$ cat config.mk
export PLATFORM = sky130hd
export DESIGN_NAME = fle_fabric_cfg_param
export DESIGN_NICKNAME = d
export VERILOG_FILES = /design/src/rtl/fle_fabric_cfg_param.sv
export SDC_FILE = /design/constraint.sdc
export NUM_CORES = 1
export LEC_CHECK = 0
export ABC_AREA = 1
export CAP_MARGIN = 20
export CORE_ASPECT_RATIO = 0.5
export CORE_MARGIN = 5
export CORE_UTILIZATION = 43
export DETAILED_ROUTE_END_ITERATION = 8
export GPL_ROUTABILITY_DRIVEN = 0
export GPL_TIMING_DRIVEN = 0
export SLEW_MARGIN = 20
export SYNTH_ARGS = -nofsm -noshare
export SYNTH_HDL_FRONTEND = slang
export SYNTH_SLANG_ARGS = --single-unit
$ cat constraint.sdc
create_clock -name prog_clk -period 2.1 [get_ports prog_clk]
set_clock_uncertainty 0.2 [all_clocks]
set_input_delay 0.63 -clock prog_clk [delete_from_list [all_inputs] [get_ports prog_clk]]
set_output_delay 0.63 -clock prog_clk [all_outputs]
set_load 0.05 [all_outputs]
$ cat src/rtl/fle_fabric_cfg_param.sv
// Fracturable logic element: K-LUT (splittable into two (K-1)-LUTs), two scan FFs, output/D muxes, serial config chain.
// Latency: LUT path combinational; FF path 1 cycle; fabric_reg_in -> ff1 output 2 cycles.
// No backpressure: user FFs freeze while ccff_en shifts config; outputs optionally gated until cfg_done.
module fle_fabric_cfg_param #(
  parameter int K        = 4,
  parameter int OUT_GATE = 1
) (
  input  logic         prog_clk,
  input  logic         prog_reset,
  input  logic         Test_en,
  input  logic [K-1:0] fabric_in,
  input  logic         fabric_reg_in,
  input  logic         fabric_sc_in,
  input  logic         fabric_srst,
  input  logic         ccff_en,
  input  logic         ccff_head,
  output logic [1:0]   fabric_out,
  output logic         fabric_reg_out,
  output logic         fabric_sc_out,
  output logic         ccff_tail,
  output logic         cfg_done
);

  localparam int LUT_BITS = 1 << K;
  localparam int CFG_BITS = LUT_BITS + 7;
  localparam int CW       = $clog2(CFG_BITS + 1);

  // Config field positions above the truth table
  localparam int FRAC_IDX  = LUT_BITS;
  localparam int OSEL0_IDX = LUT_BITS + 1;
  localparam int OSEL1_IDX = LUT_BITS + 2;
  localparam int DSEL0_IDX = LUT_BITS + 3;
  localparam int DSEL1_IDX = LUT_BITS + 4;
  localparam int INIT0_IDX = LUT_BITS + 5;
  localparam int INIT1_IDX = LUT_BITS + 6;

  logic [CFG_BITS-1:0] cfg;
  logic [CW-1:0]       cnt;
  logic                ff0;
  logic                ff1;

  logic [LUT_BITS-1:0] truth;
  logic [K-1:0]        lo_addr;
  logic [K-1:0]        hi_addr;
  logic                lut_lo;
  logic                lut_hi;
  logic                lut_full;
  logic                lut0;
  logic                lut1;
  logic                out0_raw;
  logic                out1_raw;
  logic                gate;

  // Config shift register with bit counter; a shift after done restarts the count at 1
  always_ff @(posedge prog_clk) begin
    if (prog_reset) begin
      cfg      <= '0;
      cnt      <= '0;
      cfg_done <= 1'b0;
    end else if (ccff_en) begin
      cfg <= {cfg[CFG_BITS-2:0], ccff_head};
      if (cfg_done) begin
        cnt      <= CW'(1);
        cfg_done <= 1'b0;
      end else begin
        cnt <= cnt + 1'b1;
        if (cnt == CW'(CFG_BITS - 1)) begin
          cfg_done <= 1'b1;
        end
      end
    end
  end

  // Fracturable LUT: lo/hi halves share the low K-1 address bits
  always_comb begin
    truth    = cfg[LUT_BITS-1:0];
    lo_addr  = {1'b0, fabric_in[K-2:0]};
    hi_addr  = {1'b1, fabric_in[K-2:0]};
    lut_lo   = truth[lo_addr];
    lut_hi   = truth[hi_addr];
    lut_full = truth[fabric_in];
    lut0     = cfg[FRAC_IDX] ? lut_lo : lut_full;
    lut1     = lut_hi;
  end

  // User FFs: reset > freeze during shift > sync init > scan shift > functional D
  always_ff @(posedge prog_clk) begin
    if (prog_reset) begin
      ff0 <= 1'b0;
      ff1 <= 1'b0;
    end else if (ccff_en) begin
      ff0 <= ff0;
      ff1 <= ff1;
    end else if (fabric_srst) begin
      ff0 <= cfg[INIT0_IDX];
      ff1 <= cfg[INIT1_IDX];
    end else if (Test_en) begin
      ff0 <= fabric_sc_in;
      ff1 <= ff0;
    end else begin
      ff0 <= cfg[DSEL0_IDX] ? fabric_reg_in : lut0;
      ff1 <= cfg[DSEL1_IDX] ? ff0 : lut1;
    end
  end

  // Output select and optional gating until the element is fully configured
  always_comb begin
    gate           = (OUT_GATE != 0) ? cfg_done : 1'b1;
    out0_raw       = cfg[OSEL0_IDX] ? ff0 : lut0;
    out1_raw       = cfg[OSEL1_IDX] ? ff1 : lut1;
    fabric_out     = {out1_raw & gate, out0_raw & gate};
    fabric_reg_out = ff1 & gate;
    fabric_sc_out  = ff1 & gate;
  end

  assign ccff_tail = cfg[CFG_BITS-1];

endmodule

Word level (Yosys, flattened, before mapping)
Cells that the tools add are included.
{"block": "word_totals", "register_bits": 31, "elab_cells": 31}
{"block": "op_classes", "add_sub_neg": 1, "magnitude_cmp": 3, "eq_ne": 1, "n_mux": 18, "bitwise": 3}
{"cell": "1-bit 2-to-1 mux", "n": 14}
{"cell": "4-bit by 5-bit < comparator with 1-bit output (second input constant)", "n": 2}
{"cell": "1-bit binary-select mux with 3-bit select", "n": 2}
{"cell": "5-bit by 1-bit adder with 5-bit output (second input constant)", "n": 1}
{"cell": "5-bit == test (second input constant)", "n": 1}
{"cell": "3-bit by 5-bit < comparator with 1-bit output (second input constant)", "n": 1}
{"cell": "5-bit 2-to-1 mux", "n": 1}
{"cell": "1-bit binary-select mux with 4-bit select", "n": 1}
{"cell": "1-bit bitwise AND", "n": 3}

Longest topological paths before layout
{"block": "logic_depth", "depth_word": 6, "mapped_depth": 11, "depth_no_buf": 10}

Worst setup path before layout
No wires, ideal clock.
{"block": "synth_path", "kind": "in2out", "start": "in fabric_in[0]", "end": "out fabric_out[0]", "arrival_ns": 1.901, "t_required_ns": 1.270, "slack_ns": -0.631, "stages": 9, "cell_sequence": "buf_6 inv_6 nand2_1 nand3_1 nand3_2 nand2_2 nand2_1 nand2_1 a21oi_1"}
{"block": "synth_via", "elab_chain_len": 5, "word_cells_on_any_way": 7, "cone_classes": "mux: 6; bitwise: 1"}
{"item": "start, declared", "line_no": "11", "source": "input logic [K-1:0] fabric_in,"}
{"item": "1-bit binary-select mux with 4-bit select / 1-bit binary-select mux with 3-bit select (equally long branches)", "line_no": "81, 79"}
{"item": "1-bit 2-to-1 mux (on tied branches)", "line_no": "81, 79"}
{"item": "1-bit 2-to-1 mux *", "line_no": "82", "source": "lut0 = cfg[FRAC_IDX] ? lut_lo : lut_full;"}
{"item": "1-bit 2-to-1 mux *", "line_no": "109", "source": "out0_raw = cfg[OSEL0_IDX] ? ff0 : lut0;"}
{"item": "1-bit bitwise AND *", "line_no": "111", "source": "fabric_out = {out1_raw & gate, out0_raw & gate};"}
{"item": "end, declared", "line_no": "17", "source": "output logic [1:0] fabric_out,"}
Every way passes the cells marked *; elsewhere a longest branch is shown, timed or not. The select of a mux whose other input is x is not followed.

Worst setup path after layout
Ends and elaborated chain as after synthesis.

==> flow_results.xml <==
<?xml version="1.0" encoding="UTF-8"?>
<metrics>
  <group name="critical_path">
    <metric name="critical_path.slowest_cell" unit="">buf_6</metric>
    <metric name="cp_cell_sequence" unit="">buf_12 -&gt; inv_12 -&gt; nand2_2 -&gt; nand3_2 -&gt; nand3_2 -&gt; nand2_4 -&gt; nand2_2 -&gt; nand2_2 -&gt; a21oi_4 -&gt; buf_6</metric>
    <metric name="worst-setup-path-type" unit="">in2out</metric>
    <metric name="timing.reg2reg.worst_path_depth" unit="">12</metric>
    <metric name="worstPathBufferInverterCount" unit="">3</metric>
    <metric name="worst_ep_required_time" unit="ns">1.27</metric>
    <metric name="crit_arrival" unit="ns">1.54</metric>
    <metric name="r2r_start" unit="">cfg[13]$_SDFFE_PP0P_</metric>
    <metric name="path_delay_family" unit="">simple AND/OR/NAND/NOR gates</metric>
    <metric name="cp-endpoint" unit="">fabric_out[0]</metric>
    <metric name="worst_setup_path_start_kind" unit="">input pin</metric>
    <metric name="timing.reg2reg.setup_slack" unit="ns">0.51</metric>
    <metric name="highest_cell_delay_on_the_worst_timing_path" unit="ns">0.17</metric>
    <metric name="reg2reg_to" unit="">ff0$_SDFFE_PP0N_</metric>
    <metric name="timing.critical_path.from" unit="">fabric_in[0]</metric>
    <metric name="critical_path_depth_in_cells" unit="">10</metric>
    <metric name="crit_path_frequent_cell" unit="">nand2_2</metric>
    <metric name="worst_setup_path_end_kind" unit="">output pin</metric>
    <metric name="crit_fanout" unit="">8</metric>
  </group>
  <group name="route">
    <metric name="avgViaCountPerCell" unit="">5.06</metric>
    <metric name="antenna_violating_nets_post_route" unit="">0</metric>
    <metric name="initialDrtViolationCount" unit="">64</metric>
    <metric name="vias" unit="">1335</metric>
    <metric name="route.final.wire_length" unit="mm">3.56</metric>
    <metric name="post-route-drc-count" unit="">0</metric>
    <metric name="drt-pass1-iter-count" unit="">4</metric>
    <metric name="routedWlPerCell" unit="microns">13.5</metric>
  </group>
  <group name="timing">
    <metric name="report.final.setup_viol" unit="">2</metric>
    <metric name="worst_slew_pin_slew" unit="ns">0.491</metric>
    <metric name="hold_fails_final_rpt" unit="">0</metric>
    <metric name="max_clock_freq" unit="MHz">421</metric>
    <metric name="slew_headroom" unit="%">67.4</metric>
    <metric name="setup_repair_after_global_routing_missed_its_margin" unit="">true</metric>
    <metric name="finalWorstPathRequiredPeriod" unit="ns">2.37</metric>
    <metric name="finalCritPeriodShare" unit="%">113</metric>
    <metric name="maxSlewViolCount" unit="">0</metric>
    <metric name="setup_ws" unit="ns">-0.273</metric>
  </group>
  <group name="clock_tree">
    <metric name="cts_root_cell" unit="">clkbuf_8</metric>
    <metric name="cts_hold_buffers" unit="">0</metric>
    <metric name="clock-sinks" unit="">31</metric>
    <metric name="worst_skew_pair.late_latency" unit="ns">0.28</metric>
    <metric name="cts.reportedPaths.clkPinSlew" unit="ns">0.07</metric>
    <metric name="tritoncts" unit="">yes</metric>
    <metric name="tritoncts.num_buffers" unit="">5</metric>
    <metric name="ctsLongestPathBuffers" unit="">2</metric>
    <metric name="cts.htree.levels" unit="">2</metric>
  </group>
  <group name="grt">
    <metric name="grt_antenna_before_repair" unit="">0</metric>
    <metric name="via_count_of_the_first_global_routing_pass" unit="">1270</metric>
    <metric name="global_route.usage.total" unit="%">16.0</metric>
    <metric name="global_route_wire_length_before_repair" unit="mm">5.99</metric>
    <metric name="global_route.overflow_total" unit="">0</metric>
    <metric name="grt_max_degree" unit="">11</metric>
  </group>
  <group name="run_status">
    <metric name="violations" unit="">negative setup slack</metric>
    <metric name="status" unit="">finished with violations</metric>
  </group>
  <group name="layout">
    <metric name="layout-drive-gt1-share" unit="%">25.0</metric>
    <metric name="areaGrowthSynthToFinish" unit="%">36.9</metric>
    <metric name="antenna_diode_instance_count" unit="">0</metric>
    <metric name="multi_input_comb_area" unit="sq um">766</metric>
    <metric name="number_of_filler_instances_in_the_final_layout" unit="">285</metric>
    <metric name="most_common_cell_after_layout_fill_and_taps_aside" unit="">dfxtp_1</metric>
    <metric name="final_net_count" unit="">237</metric>
    <metric name="layout_common_cells" unit="">dfxtp_1 (30), o21ai_0 (28), nor2_1 (23)</metric>
    <metric name="post_layout_nonfiller_instances" unit="">264</metric>
    <metric name="ff_latch_area" unit="sq um">622</metric>
    <metric name="fin_area" unit="sq um">1940</metric>
  </group>
  <group name="pwr">
    <metric name="power_density_cells" unit="nW/um^2">761</metric>
    <metric name="total_leakage_power" unit="nW">0.829</metric>
    <metric name="vdd_drop_max" unit="mV">0.521</metric>
    <metric name="totalPowerFinal" unit="mW">1.48</metric>
  </group>
  <group name="logic_synthesis">
    <metric name="mapped_avg_cell_area" unit="sq um">7.24</metric>
    <metric name="yosys.cell_types.count" unit="">25</metric>
    <metric name="synth.cell_area" unit="sq um">1420</metric>
    <metric name="yosys_register_bits" unit="">31</metric>
    <metric name="synthesis.nets" unit="">210</metric>
    <metric name="yosysSeqAreaShare" unit="%">43.7</metric>
    <metric name="synthesis.instances" unit="">196</metric>
    <metric name="yosysWarningCount" unit="">0</metric>
  </group>
  <group name="run">
    <metric name="timing.max_cap.violations" unit="">0</metric>
  </group>
  <group name="floorplan">
    <metric name="initial_utilization" unit="%">46.0</metric>
    <metric name="die-width" unit="microns">91.2</metric>
    <metric name="die_y" unit="microns">50.6</metric>
    <metric name="design.core.area" unit="sq um">3080</metric>
    <metric name="std_cell_rows" unit="">14</metric>
    <metric name="die-area" unit="sq um">4620</metric>
    <metric name="pin_count" unit="">18</metric>
  </group>
  <group name="place">
    <metric name="dpl_cell_area" unit="sq um">1690</metric>
    <metric name="preCtsSetupSlack" unit="ns">-1.49</metric>
    <metric name="place_hpwl" unit="mm">2.47</metric>
    <metric name="portBuffers" unit="">16</metric>
    <metric name="total_instance_count_after_detailed_placement" unit="">252</metric>
  </group>
  <group name="worst_hold_path">
    <metric name="timing.hold.worst.class" unit="">reg2reg</metric>
  </group>
</metrics>
## sequential cells by signal, indices dropped and copies added, names as in the netlist
| register | cells |
|---|---|
| ff0 | 1 |
| cnt | 5 |
| cfg | 23 |
| cfg_done | 1 |
| ff1 | 1 |
## synthesized netlist by cell type, drive strengths merged
| master | count | area, sq um |
|---|---|---|
| nand3 | 12 | 80.1 |
| nand3b | 1 | 7.51 |
| nor3b | 1 | 7.51 |
| a21oi | 23 | 119 |
| inv | 25 | 98.9 |
| clkinv | 1 | 3.75 |
| nand2 | 28 | 113 |
| clkbuf | 5 | 18.8 |
| o21ai | 29 | 145 |
| o211ai | 1 | 7.51 |
| a31oi | 2 | 12.5 |
| nor2 | 24 | 90.1 |
| a211o | 1 | 8.76 |
| ha | 2 | 25.0 |
| nand4 | 1 | 6.26 |
| buf | 4 | 28.8 |
| or2 | 1 | 6.26 |
| nor3 | 4 | 20.0 |
| dfxtp | 31 | 621 |
## cell families (layout without fill, tap and decap cells)
group | after synthesis | after routing | share of synthesized area (%)
compound gates | 56 | 56 | 20.6
simple gates | 72 | 72 | 23.3
buf+inv | 35 | 63 | 10.6
flops | 31 | 31 | 43.7
fa+ha+maj | 2 | 2 | 1.76
## worst register-to-register path: cells and delay by family (launching register included)
kind,cells,cell delay [ns]
AO/OA/AOI/OAI,1,0.10
buffers and inverters,3,0.32
flip-flops,1,0.33
AND/OR/NAND/NOR,8,0.57
## layer usage
layer	routed length [microns]	global-route usage, %
met2	1570	24.3
met4	17	2.93
met5	0	0
met3	158	5.52
met1	1820	22.3
## through the flow
stage / hold slack, ns / util, % / setup TNS, ns
after global placement: 0.274 / 54.8 / -6.76
after global routing: 0.325 / 63.0 / -0.601
after CTS: 0.293 / 62.5 / -0.428
after floorplan: 0.244 / - / -0.327
after detailed placement: 0.275 / 54.8 / -6.81
final: 0.285 / 63.0 / -0.487
## how the worst min path moves through the flow
stage	start	to	slack (ns)	cells after the start
final	cfg[21]$_SDFFE_PP0P_	cfg[22]$_SDFFE_PP0P_	0.29	2
after global routing	cfg[10]$_SDFFE_PP0P_	cfg[11]$_SDFFE_PP0P_	0.32	2
after CTS	cfg[21]$_SDFFE_PP0P_	cfg[22]$_SDFFE_PP0P_	0.29	2
after detailed placement	cfg[9]$_SDFFE_PP0P_	cfg[10]$_SDFFE_PP0P_	0.28	2
after global placement	cfg[9]$_SDFFE_PP0P_	cfg[10]$_SDFFE_PP0P_	0.27	2
after floorplan	cfg[9]$_SDFFE_PP0P_	cfg[10]$_SDFFE_PP0P_	0.24	2
## report_power, final
group | internal, mW | switching (mW)
logic | 0.0955 | 0.122
registers | 0.622 | 0.0233
clock network | 0.384 | 0.230
total | 1.10 | 0.375
## what timing repair did
item,CTS,global route
gates cloned,1,0
gates resized for setup,51,9
pin swaps,13,7
endpoints found under the hold margin,0,0
endpoints found under the setup margin,7,7
setup buffers,2,1
## layout make-up
cell class	count	share of cell area [%]
Tap cell	40	2.58
Multi-Input combinational cell	130	39.4
Sequential cell	31	32.0
Buffer	9	2.90
Clock inverter	2	1.80
Inverter	26	5.93
Timing Repair Buffer	20	11.1
Clock buffer	6	4.25
(Power assumes the default switching activity.)
